==> src/rtl/decode_queue.sv <==
// Instruction queue between fetch and decode/issue: each word is fully decoded
// on entry and held with its PC and delay-slot tag until the consumer takes it.
module decode_queue #(
  parameter int DEPTH = 4,
  parameter int PC_W  = 32
) (
  input  logic            clk,
  input  logic            resetn,
  input  logic            flush,
  input  logic            in_valid,
  output logic            in_ready,
  input  logic [31:0]     in_instr,
  input  logic [PC_W-1:0] in_pc,
  output logic            out_valid,
  input  logic            out_ready,
  output logic [31:0]     out_instr,
  output logic [PC_W-1:0] out_pc,
  output logic [6:0]      out_ctrl,
  output logic            out_memen,
  output logic            out_jal,
  output logic            out_jr,
  output logic            out_bal,
  output logic            out_wr31,
  output logic            out_hlwrite,
  output logic            out_cp0we,
  output logic            out_cp0read,
  output logic            out_eret,
  output logic            out_syscall,
  output logic            out_break,
  output logic            out_ri,
  output logic            out_is_ds
);

  localparam int AW = $clog2(DEPTH);
  localparam int CW = AW + 1;

  // ctrl = {regwrite,regdst,alusrc,branch,memwrite,memtoreg,jump}
  typedef struct packed {
    logic [6:0] ctrl;
    logic       memen;
    logic       jal;
    logic       jr;
    logic       bal;
    logic       wr31;
    logic       hlwrite;
    logic       cp0we;
    logic       cp0read;
    logic       eret;
    logic       syscall;
    logic       brk;
    logic       ri;
  } dec_t;

  function automatic dec_t decode(input logic [31:0] instr);
    dec_t       d;
    logic [5:0] op;
    logic [5:0] funct;
    logic [4:0] rt;
    d     = '0;
    op    = instr[31:26];
    rt    = instr[20:16];
    funct = instr[5:0];
    case (op)
      6'h00: begin
        case (funct)
          6'h08: begin d.ctrl = 7'b0000001; d.jr = 1'b1; end
          6'h09: begin d.ctrl = 7'b1100000; d.jr = 1'b1; end
          6'h0C: d.syscall = 1'b1;
          6'h0D: d.brk = 1'b1;
          6'h11, 6'h13, 6'h18, 6'h19, 6'h1A, 6'h1B: begin
            d.ctrl    = 7'b1100000;
            d.hlwrite = 1'b1;
          end
          default: d.ctrl = 7'b1100000;
        endcase
      end
      6'h01: begin
        case (rt)
          5'h00, 5'h01: d.ctrl = 7'b0001000;
          5'h10, 5'h11: begin
            d.ctrl = 7'b1001000;
            d.bal  = 1'b1;
            d.wr31 = 1'b1;
          end
          default: d.ri = 1'b1;
        endcase
      end
      6'h02: d.ctrl = 7'b0000001;
      6'h03: begin d.ctrl = 7'b1000000; d.jal = 1'b1; d.wr31 = 1'b1; end
      6'h04, 6'h05, 6'h06, 6'h07: d.ctrl = 7'b0001000;
      6'h08, 6'h09, 6'h0A, 6'h0B,
      6'h0C, 6'h0D, 6'h0E, 6'h0F: d.ctrl = 7'b1010000;
      6'h10: begin
        if (instr[31:21] == 11'h204 && instr[10:0] == 11'h000)
          d.cp0we = 1'b1;
        else if (instr[31:21] == 11'h200 && instr[10:0] == 11'h000)
          d.cp0read = 1'b1;
        else if (instr == 32'h4200_0018)
          d.eret = 1'b1;
        else
          d.ri = 1'b1;
      end
      6'h20, 6'h21, 6'h23, 6'h24, 6'h25: begin
        d.ctrl  = 7'b1010010;
        d.memen = 1'b1;
      end
      6'h28, 6'h29, 6'h2B: begin
        d.ctrl  = 7'b0010100;
        d.memen = 1'b1;
      end
      default: d.ri = 1'b1;
    endcase
    return d;
  endfunction

  // Anything that owns a delay slot: branch, jump, jal, jr, bal.
  function automatic logic has_slot(input dec_t d);
    return d.ctrl[3] | d.ctrl[0] | d.jal | d.jr | d.bal;
  endfunction

  logic [31:0]     instr_mem [DEPTH];
  logic [PC_W-1:0] pc_mem    [DEPTH];
  dec_t            dec_mem   [DEPTH];
  logic            ds_mem    [DEPTH];

  logic [AW-1:0] wr_ptr;
  logic [AW-1:0] rd_ptr;
  logic [CW-1:0] count;
  logic          ds_pending;
  logic          push;
  logic          pop;
  dec_t          dec_in;
  dec_t          head;

  assign in_ready  = (count < CW'(DEPTH));
  assign out_valid = (count != '0);
  assign push      = in_valid & in_ready & ~flush;
  assign pop       = out_valid & out_ready & ~flush;
  assign dec_in    = decode(in_instr);

  always_ff @(posedge clk or negedge resetn) begin
    if (!resetn) begin
      wr_ptr     <= '0;
      rd_ptr     <= '0;
      count      <= '0;
      ds_pending <= 1'b0;
    end else if (flush) begin
      wr_ptr     <= '0;
      rd_ptr     <= '0;
      count      <= '0;
      ds_pending <= 1'b0;
    end else begin
      if (push) begin
        wr_ptr     <= wr_ptr + AW'(1);
        ds_pending <= has_slot(dec_in);
      end
      if (pop)
        rd_ptr <= rd_ptr + AW'(1);
      case ({push, pop})
        2'b10:   count <= count + CW'(1);
        2'b01:   count <= count - CW'(1);
        default: count <= count;
      endcase
    end
  end

  // Entry storage: data only, validity is carried by count.
  always_ff @(posedge clk) begin
    if (push) begin
      instr_mem[wr_ptr] <= in_instr;
      pc_mem[wr_ptr]    <= in_pc;
      dec_mem[wr_ptr]   <= dec_in;
      ds_mem[wr_ptr]    <= ds_pending;
    end
  end

  assign head        = out_valid ? dec_mem[rd_ptr] : '0;
  assign out_instr   = out_valid ? instr_mem[rd_ptr] : '0;
  assign out_pc      = out_valid ? pc_mem[rd_ptr] : '0;
  assign out_is_ds   = out_valid & ds_mem[rd_ptr];
  assign out_ctrl    = head.ctrl;
  assign out_memen   = head.memen;
  assign out_jal     = head.jal;
  assign out_jr      = head.jr;
  assign out_bal     = head.bal;
  assign out_wr31    = head.wr31;
  assign out_hlwrite = head.hlwrite;
  assign out_cp0we   = head.cp0we;
  assign out_cp0read = head.cp0read;
  assign out_eret    = head.eret;
  assign out_syscall = head.syscall;
  assign out_break   = head.brk;
  assign out_ri      = head.ri;

endmodule

==> config.mk <==
export PLATFORM = sky130hd
export DESIGN_NAME = decode_queue
export DESIGN_NICKNAME = d
export VERILOG_FILES = /design/src/rtl/decode_queue.sv
export SDC_FILE = /design/constraint.sdc
export NUM_CORES = 1
export LEC_CHECK = 0
export BUFFER_PORTS_ARGS = -buffer_cell sky130_fd_sc_hd__buf_2
export CORE_MARGIN = 3
export CORE_UTILIZATION = 52
export DETAILED_ROUTE_END_ITERATION = 10
export PLACE_DENSITY = 0.79
export SETUP_SLACK_MARGIN = 0.05
export SYNTH_ARGS = -nofsm -noshare
export SYNTH_HDL_FRONTEND = slang
export SYNTH_SLANG_ARGS = --single-unit
==> constraint.sdc <==
create_clock -name clk -period 3 [get_ports clk]
set_clock_uncertainty 0.15 [all_clocks]
set_input_delay 0.3 -clock clk [delete_from_list [all_inputs] [get_ports clk]]
set_output_delay 0.3 -clock clk [all_outputs]
set_load 0.02 [all_outputs]
==> results.py <==
metrics = {
    "die": {
        "pin_count": 155,
        "start_util_pct": 53.4,
        "die_h_um": 168,
        "num_rows": 58,
        "core_area_um2": 25500,
        "die_x_um": 168,
        "design.die.area_um2": 28100,
    },
    "detailed_routing": {
        "via_per_inst": 5.70,
        "antenna_left": 0,
        "dr.pass1.iters": 5,
        "drc": 0,
        "wirelength_mm": 27.7,
        "vias": 7183,
        "wl_per_cell_um": 22.0,
        "drt_iter0_markers": 624,
    },
    "clock_tree": {
        "path_clk_slew_ps": 60,
        "htree_levels": 2,
        "cts_buffers": 35,
        "cts_sinks": 344,
        "clockRootBuffer": "clkbuf_16",
        "clock_path_buffers": 3,
        "cts_setup_buffers": 0,
        "cts_tree": "built",
        "clk_latency_ps": 510,
    },
    "power": {
        "p_leak_nw": 5.75,
        "peakVddDrop_mv": 0.571,
        "power.density_nw_per_um2": 823,
    },
    "critical_path": {
        "path_class": "register to output port",
        "arrival_ps": 2350,
        "r2r-start": "count[2]",
        "start_kind": "register",
        "cp_slowest_stage_delay_ps": 590,
        "crit_path_cell_trace": "buf_12, mux4_2, and2_1, buf_2",
        "cp_max_fo": 44,
        "cp-end-kind": "output port",
        "reg2reg_to": "count[2]",
        "critPathBufInv": 2,
        "rrSetupSlack_ps": 350,
        "rr_worst_depth": 8,
        "critPathTopFamily": "multiplexers",
        "cp_slowest_cell": "mux4_2",
        "required_ps": 2550,
    },
    "sta": {
        "tns_ps": 0,
        "slew_violations": 0,
        "hold_viol": 0,
        "min_period_ps": 2800,
        "relSlewSlack_pct": 54.2,
        "rsz0062_at_grt": "false",
        "hold-worst-slack_ps": 21.5,
        "tightest_slew_ps": 683,
        "fin_crit_sh_pct": 93.3,
        "max_freq_ghz": 0.357,
        "setup_viol": 0,
    },
    "placed_design": {
        "hpwl_mm": 16.4,
        "port_buffers": 154,
        "placed_cells": 1131,
        "globalplace.congestion": 0.754,
    },
    "worst_hold_path": {
        "min_path_cells": 1,
        "hold_start": "in_instr[31]",
        "hold_path_end": "instr_mem[0][31]",
        "hold_class": "input port to register",
    },
    "final_layout": {
        "multiInputGateArea_um2": 3160,
        "stdcell_count": 1260,
        "drive_gt1_share_pct": 33.9,
        "fillers": 1686,
        "fin_nets": 976,
        "syn2layout_area_growth_pct": 22.6,
        "seq_area_um2": 10300,
    },
    "grt": {
        "grt_pass1_wl_mm": 43.4,
        "grt_pass1_vias": 7456,
        "antenna_found_initial": 1,
        "grt_start_max_net_pins": 52,
        "overflow": 0,
        "track_usage_pct": 20.0,
    },
    "synthesis": {
        "syn_avg_cell_area_um2": 20.5,
        "synth_edf_count": 336,
        "ys_seq_area_share_pct": 75.6,
        "yosysWarnings": 0,
        "ys_seq_elements": 344,
        "ys_types": 46,
        "synth_flop_cell": "edfxtp_1",
        "synth_area_um2": 13600,
        "syn_nets": 737,
        "syn_inst": 663,
        "synthArstFlopShare_pct": 2.33,
    },
    "outcome": {
        "run_status": "finished, final reports clean",
    },
    "flow_run": {
        "drv_cap": 0,
    },
}
-- how the worst max path moves through the flow --
stage                     start            end  slack, ps  depth (start not counted)
global route          rd_ptr[0]  out_instr[14]         80                          4
global placement      rd_ptr[0]    out_ctrl[5]        700                          4
CTS                   rd_ptr[0]  out_instr[14]        160                          4
detailed placement  in_instr[6]  dec_mem[0][3]        580                          4
floorplan              count[2]  dec_mem[0][0]        500                          4
finish                rd_ptr[0]        out_bal        200                          4
-- worst register-to-register path: stages, from the launching register on --
cell           delay, ps
dfrtp_1              440
o31ai_2              400
nor3_1               110
fa_1                 390
nand2b_1             170
nor4_1               180
a21oi_1               70
a21oi_1              140
dlygate4sd3_1        550
-- power by group --
| part | total [mW] | internal, mW | switching, mW |
|---|---|---|---|
| Combinational | 3.93 | 1.68 | 2.24 |
| Sequential | 5.61 | 5.49 | 0.118 |
| Clock | 4.19 | 2.47 | 1.72 |
| Total | 13.7 | 9.65 | 4.08 |
-- stage by stage --
stage / total power [mW] / utilization [%] / instance area, um2 / worst slack (ps)
after CTS: 13.9 / 65.5 / 16700 / 156
after detailed placement: 9.62 / 58.6 / 14900 / 575
final: 13.7 / 65.5 / 16700 / 201
after global placement: 9.56 / 58.6 / 14900 / 699
after floorplan: 8.38 / - / 13600 / 504
after global routing: 14.3 / 65.5 / 16700 / 84.0
-- kinds of logic (layout without fill, tap and decap cells) --
logic type                 count (synthesis)  count (layout)  synth area share, %
and+or+nand+nor                          167             167                 7.38
DFF                                      344             344                 75.6
AOI/OAI and AO/OA                         21              21                 1.05
adders and majority gates                  5               5                0.515
buffers and inverters                     38             304                 1.24
other                                      0               1                    0
xor gates and xnor gates                   3               3                0.193
muxes                                     85              85                 14.0
-- metal layers --
layer  routed length (um)  track usage [%]  share of wire, %  vias to the layer above
li1                     -                -                 -                     3165
met1                11400             28.5                41                     3638
met2                13600             32.2                49                      326
met3                 2130             3.71               7.7                       54
met4                  611             6.01               2.2                        0
met5                    0                0                 0                        -
-- what timing repair did --
| item | CTS | global route |
|---|---|---|
| hold buffers | 64 | 0 |
| endpoints found under the hold margin | 252 | 0 |
| gates resized for setup | 0 | 1 |
| endpoints found under the setup margin | 0 | 1 |
-- cells in the mapped netlist (all sizes together), types with 2 or more instances --
cell    instances  share of area [%]
a211oi          2               0.11
nor3b           2               0.11
a21oi           8               0.29
edfxtp        336                 74
nor4           11               0.55
mux4           84                 14
o21ai           3               0.11
clkbuf         15               0.42
nor2           14               0.39
buf            17               0.65
or3             4               0.18
nand2           9               0.25
nand4           2              0.092
nand2b          6               0.28
and2           90                4.1
xor2            2               0.13
dfrtp           8                1.5
nand3           4               0.15
o211ai          2               0.11
or4             4               0.22
or4b            2               0.15
ha              4               0.37
nor3            9               0.33
nor2b           4               0.18
nor4b           2               0.13
inv             6               0.17
-- flip-flops by register name, indices dropped and copies added (netlist names) --
register	flops
count	3
ds_pending	1
ds_mem	4
pc_mem	128
wr_ptr	2
instr_mem	128
dec_mem	76
rd_ptr	2
-- cell type report --
type / count / area share [%]
clock inverters: 14 / 0.795
diodes: 1 / 0.0150
repair buffers: 234 / 10.0
flip-flops and latches: 344 / 61.7
well taps: 330 / 2.48
multi-input cells: 281 / 18.9
inverters: 6 / 0.135
clock buffers: 50 / 5.90
-- cells in the final DEF, fill, tap and decap left out, types with 3 or more instances in the layout --
cell type / Yosys / layout
clkinv_1: 0 / 5
or3_1: 4 / 3
buf_2: 8 / 154
buf_12: 0 / 11
mux4_2: 84 / 84
edfxtp_1: 336 / 336
nor4_1: 10 / 10
and2_4: 0 / 4
dlygate4sd3_1: 0 / 64
clkbuf_8: 0 / 3
and2_1: 90 / 86
dfrtp_1: 8 / 6
nand3_1: 4 / 4
clkbuf_16: 0 / 36
nor2_1: 14 / 14
ha_1: 4 / 4
nand2b_1: 6 / 6
nor2b_1: 4 / 3
inv_1: 5 / 5
a21oi_1: 8 / 8
nor3_1: 9 / 9
or4_1: 4 / 4
clkinv_2: 0 / 4
buf_4: 4 / 5
clkbuf_1: 14 / 11
nand2_1: 9 / 9
Power figures use the tool's default switching activity.
